==> src/rtl/regfile_wb_arbiter.sv <==
// Regfile write-back arbiter: merges the in-order pipeline WB write with results buffered
// from the muldiv unit, forcing a buffer drain when it fills or its head starves.
module regfile_wb_arbiter #(
    parameter int unsigned MD_DEPTH     = 2,
    parameter int unsigned STARVE_LIMIT = 3
) (
    input  logic        clk,
    input  logic        rst,
    input  logic        pipe_valid,
    input  logic [4:0]  pipe_rd,
    input  logic [31:0] pipe_data,
    output logic        pipe_stall,
    input  logic        md_valid,
    input  logic [4:0]  md_rd,
    input  logic [31:0] md_data,
    output logic        md_ready,
    output logic [31:0] regfile_in,
    output logic [4:0]  dest,
    output logic        load_regfile
);

    localparam int unsigned PW       = (MD_DEPTH > 1) ? $clog2(MD_DEPTH) : 1;
    localparam logic [2:0]    DEPTH_C  = 3'(MD_DEPTH);
    localparam logic [PW-1:0] LAST_PTR = PW'(MD_DEPTH - 1);
    localparam logic [3:0]    LIMIT_C  = 4'(STARVE_LIMIT);

    typedef enum logic {StNorm, StForce} state_e;

    state_e        r_state;
    state_e        w_state_nxt;
    logic [4:0]    r_rd   [MD_DEPTH];
    logic [31:0]   r_data [MD_DEPTH];
    logic [PW-1:0] r_wptr;
    logic [PW-1:0] r_rptr;
    logic [2:0]    r_count;
    logic [3:0]    r_starve;

    logic          w_push;
    logic          w_pop;
    logic          w_grant_pipe;
    logic          w_nonempty;
    logic [4:0]    w_head_rd;
    logic [31:0]   w_head_data;
    logic [2:0]    w_count_nxt;
    logic [3:0]    w_starve_nxt;

    function automatic logic [PW-1:0] ptr_inc(input logic [PW-1:0] p);
        return (p == LAST_PTR) ? '0 : p + 1'b1;
    endfunction

    // While rst is low every output is held at its reset value.
    assign md_ready    = !rst || (r_count < DEPTH_C);
    assign w_push      = md_valid & md_ready;
    assign w_nonempty  = (r_count != 3'd0);
    assign w_head_rd   = r_rd[r_rptr];
    assign w_head_data = r_data[r_rptr];

    always_comb begin
        w_grant_pipe = 1'b0;
        w_pop        = 1'b0;
        pipe_stall   = 1'b0;
        if (rst) begin
            unique case (r_state)
                StNorm: begin
                    if (pipe_valid) begin
                        w_grant_pipe = 1'b1;
                    end else begin
                        w_pop = w_nonempty;
                    end
                end
                StForce: begin
                    pipe_stall = 1'b1;
                    w_pop      = w_nonempty;
                end
                default: ;
            endcase
        end
    end

    // A granted write to x0 is still consumed; it just does not enable the regfile.
    always_comb begin
        load_regfile = 1'b0;
        dest         = 5'd0;
        regfile_in   = 32'd0;
        if (w_grant_pipe) begin
            dest         = pipe_rd;
            regfile_in   = pipe_data;
            load_regfile = (pipe_rd != 5'd0);
        end else if (w_pop) begin
            dest         = w_head_rd;
            regfile_in   = w_head_data;
            load_regfile = (w_head_rd != 5'd0);
        end
    end

    always_comb begin
        w_count_nxt = r_count + {2'b00, w_push} - {2'b00, w_pop};
        if (w_pop || (w_count_nxt == 3'd0)) begin
            w_starve_nxt = 4'd0;
        end else if (w_nonempty && (r_starve < LIMIT_C)) begin
            w_starve_nxt = r_starve + 4'd1;
        end else begin
            w_starve_nxt = r_starve;
        end
    end

    // FORCE lasts exactly one cycle: its single pop relieves both full and starved conditions.
    always_comb begin
        w_state_nxt = r_state;
        unique case (r_state)
            StNorm: begin
                if ((w_count_nxt == DEPTH_C) ||
                    ((w_starve_nxt == LIMIT_C) && (w_count_nxt != 3'd0))) begin
                    w_state_nxt = StForce;
                end
            end
            StForce: w_state_nxt = StNorm;
            default: w_state_nxt = StNorm;
        endcase
    end

    always_ff @(posedge clk) begin
        if (!rst) begin
            r_state  <= StNorm;
            r_count  <= 3'd0;
            r_wptr   <= '0;
            r_rptr   <= '0;
            r_starve <= 4'd0;
        end else begin
            r_state  <= w_state_nxt;
            r_count  <= w_count_nxt;
            r_starve <= w_starve_nxt;
            if (w_push) begin
                r_wptr <= ptr_inc(r_wptr);
            end
            if (w_pop) begin
                r_rptr <= ptr_inc(r_rptr);
            end
        end
    end

    always_ff @(posedge clk) begin
        if (rst && w_push) begin
            r_rd[r_wptr]   <= md_rd;
            r_data[r_wptr] <= md_data;
        end
    end

endmodule

==> config.mk <==
export PLATFORM = sky130hd
export DESIGN_NAME = regfile_wb_arbiter
export DESIGN_NICKNAME = d
export VERILOG_FILES = /design/src/rtl/regfile_wb_arbiter.sv
export SDC_FILE = /design/constraint.sdc
export NUM_CORES = 1
export LEC_CHECK = 0
export BUFFER_PORTS_ARGS = -buffer_cell sky130_fd_sc_hd__buf_4
export CAP_MARGIN = 15
export CORE_MARGIN = 10
export CORE_UTILIZATION = 30
export DETAILED_ROUTE_END_ITERATION = 16
export PLACE_DENSITY_LB_ADDON = 0.12
export REMOVE_ABC_BUFFERS = 1
export SETUP_SLACK_MARGIN = 0.3
export SLEW_MARGIN = 10
export SYNTH_ARGS = -nofsm -noshare
export SYNTH_HDL_FRONTEND = slang
export SYNTH_SLANG_ARGS = --single-unit
==> constraint.sdc <==
create_clock -name clk -period 3.69 [get_ports clk]
set_input_delay 0.369 -clock clk [delete_from_list [all_inputs] [get_ports clk]]
set_output_delay 0.369 -clock clk [all_outputs]
set_load 0.05 [all_outputs]
==> impl_metrics.env <==
export IMPL_synth_compound_area_share_pct=6.05
export IMPL_drive_gt1_share_pct=37.2
export IMPL_worstSkewPairLatency_ns=0.32
export IMPL_antenna_found_initial=0
export IMPL_rsz0062_at_grt="false"
export IMPL_cp_depth=12
export IMPL_first_global_vias=2547
export IMPL_stdcell_count=533
export IMPL_worst_pin_slew_ns=0.961
export IMPL_mostFrequentLayoutCell="buf_4"
export IMPL_synthAdderAreaFrac_pct=1.96
export IMPL_cp_required_ns=3.95
export IMPL_yosysUniqueCellTypes=32
export IMPL_pre_cts_slack_ns=0.991
export IMPL_max_slew_margin_pct=35.9
export IMPL_holdPathEnd="r_data[1][1]"
export IMPL_synth_xor_xnor_area_share_pct=0.979
export IMPL_placed_area_um2=4620
export IMPL_synthTopCellsByArea="edfxtp_1 (62%), mux2i_1 (11%), dfxtp_1 (6.2%), o21ai_0 (5.5%), nand2_1 (4.2%)"
export IMPL_grt_use_total_pct=10.4
export IMPL_avgSynthCellArea_um2=13.5
export IMPL_start_kind="flop"
export IMPL_place_congestion=0.752
export IMPL_hold_class="primary input to flop"
export IMPL_clock_sinks=85
export IMPL_synth_top_family_by_area="multiplexers"
export IMPL_die_area_um2=16700
export IMPL_place_hpwl_mm=6.13
export IMPL_grt_overflow=0
export IMPL_synth_area_leader_cell="edfxtp_1"
export IMPL_max_freq_mhz=370
export IMPL_crit_top_cell="ha_1"
export IMPL_synthMuxAreaShare_pct=11.1
export IMPL_setup_violations=0
export IMPL_worstHoldStart="md_data[1]"
export IMPL_crit_family="adder cells"
export IMPL_slew_viol_final=0
export IMPL_status="finished, final reports clean"
export IMPL_postSynthCellCount=265
export IMPL_ctsHtreeMaxLevel=3
export IMPL_drtIter0Drc=75
export IMPL_numPortBuffers=117
export IMPL_std_cell_rows=39
export IMPL_hold_viol=0
export IMPL_power_density_nw_per_um2=709
export IMPL_ant_nets=0
export IMPL_crit_path_end_kind="flop"
export IMPL_cp_arrival_ns=2.97
export IMPL_setup_tns_ns=0
export IMPL_syn_to_final_growth_pct=37.5
export IMPL_critical_path_buf_inv_count=2
export IMPL_design_area_um2=4920
export IMPL_filler_cell_count=1097
export IMPL_r2r_end="r_state"
export IMPL_worstRegToRegCells=12
export IMPL_via_per_inst=4.45
export IMPL_ys_seq_area_share_pct=68.3
export IMPL_cts_hold_buf=0
export IMPL_cts_tree="built"
export IMPL_crit_chain="inv_1, ha_1, nand2b_1, nand2_1, ha_1, inv_1, ha_1, fa_1, xnor2_1, nor3_1, or3b_2, o21ai_2"
export IMPL_path_class="flop to flop"
export IMPL_setup_slack_ns=0.986
export IMPL_post_drt_wl_per_cell_um=16.4
export IMPL_clk_pin_slew_ns=0.06
export IMPL_nets=468
export IMPL_cts_buffers=9
export IMPL_hold_path_depth=1
export IMPL_clk_path_buf_depth=2
export IMPL_cp_slowest_cell="or3b_2"
export IMPL_totalWireLength_mm=8.73
export IMPL_grt_pass1_wl_mm=13.6
export IMPL_rr_startpoint="r_count[1]"
export IMPL_synthSimpleGateAreaFrac_pct=9.16
export IMPL_first_pass_iters=4
export IMPL_drv_cap=0
export IMPL_dieHeight_um=129
export IMPL_dp_cells=517
export IMPL_leakagePower_nw=1.90
export IMPL_post_cts_buffers=0
export IMPL_drc=0
export IMPL_ys_ff_latch=85
export IMPL_cts_root_buffer="clkbuf_16"
export IMPL_fin_util_pct=42.5
export IMPL_grt_max_degree=39
export IMPL_max_stage_delay_ns=0.52
export IMPL_finalCritPeriodShare_pct=73.3
export IMPL_rrSetupSlack_ns=0.99
export IMPL_start_util_pct=30.9
export IMPL_ctsResizeCount=0
export IMPL_critPathMaxFanout=5
export IMPL_synth_top_area_share_pct=62.1
export IMPL_fin_crit_ns=2.70
export IMPL_fp_dieW_um=129
export IMPL_mostFrequentLayoutCells="buf_4 (122), edfxtp_1 (74), nand2_1 (40)"
export IMPL_antennaDiodeCount=0
export IMPL_yosys_warnings=0
export IMPL_via_count=2373
export IMPL_core_um2=11600
export IMPL_ir_drop_v=0.000387
export IMPL_synthesis_area_um2=3580
export IMPL_skew_ns=0.00667
export IMPL_io_pins=118
[area by class of cell]
cell class / count / area [um2] / area share, %
Sequential cell: 85 / 2440 / 49.7
Multi-Input combinational cell: 159 / 1050 / 21.4
Timing Repair Buffer: 122 / 916 / 18.6
Clock buffer: 12 / 246 / 5.01
Tap cell: 143 / 179 / 3.64
Clock inverter: 4 / 50.0 / 1.02
Inverter: 8 / 30.0 / 0.611
[flip-flops by register name (all words and copies together) (netlist names), named ones only]
name,count
r_state,1
r_count,3
r_rptr,1
r_starve,4
r_data,64
r_rd,10
r_wptr,1
[power breakdown]
group	leakage (nW)	total (W)	internal, W	switching (W)
Clock	0.139	0.000882	0.000542	0.000340
Combinational	0.991	0.00132	0.000482	0.000834
Sequential	0.766	0.00129	0.00119	0.0000955
Total	1.90	0.00348	0.00222	0.00127
[through the flow]
stage               hold slack [ns]  total power, W
floorplan                     0.422         0.00221
global placement              0.448         0.00264
detailed placement            0.445         0.00265
CTS                           0.204         0.00355
global route                  0.202         0.00369
finish                        0.220         0.00348
[cell families after synthesis]
family / after synthesis
compound gates: 42
xor+xnor: 4
fa+ha+maj: 5
buf+inv: 21
flops: 85
mux: 39
simple gates: 69
[synthesized netlist by cell type]
cell type,count
edfxtp_1,74
nand2_1,40
o21ai_0,39
mux2i_1,38
dfxtp_1,11
inv_1,8
and2_1,7
buf_2,6
clkbuf_1,6
nor2_1,6
ha_1,4
nor3_1,3
nand3_1,2
xnor2_1,2
xor2_1,2
a21oi_1,1
a22oi_1,1
and3_1,1
and4_1,1
buf_4,1
fa_1,1
mux2_4,1
nand2b_1,1
nand3b_1,1
nor2b_1,1
nor3_2,1
nor3b_1,1
nor4_1,1
o21ai_2,1
or3b_2,1
or4_1,1
or4_4,1
[worst max-delay path by stage]
stage | to | startpoint
after floorplan | r_data[0][0] | r_count[1]
after global placement | r_state | pipe_valid
after detailed placement | r_state | r_count[1]
after CTS | r_state | r_count[1]
after global routing | r_starve[0] | r_count[1]
final | r_state | r_count[1]
[metal layers]
layer / GRT usage, % / vias to the layer above / routed length, um
met5: 0 / - / 0
met4: 3.21 / 0 / 98
met3: 4.20 / 9 / 765
met2: 16.9 / 76 / 4090
met1: 12.5 / 1085 / 3780
li1: - / 1203 / -
Power figures use the tool's default switching activity.
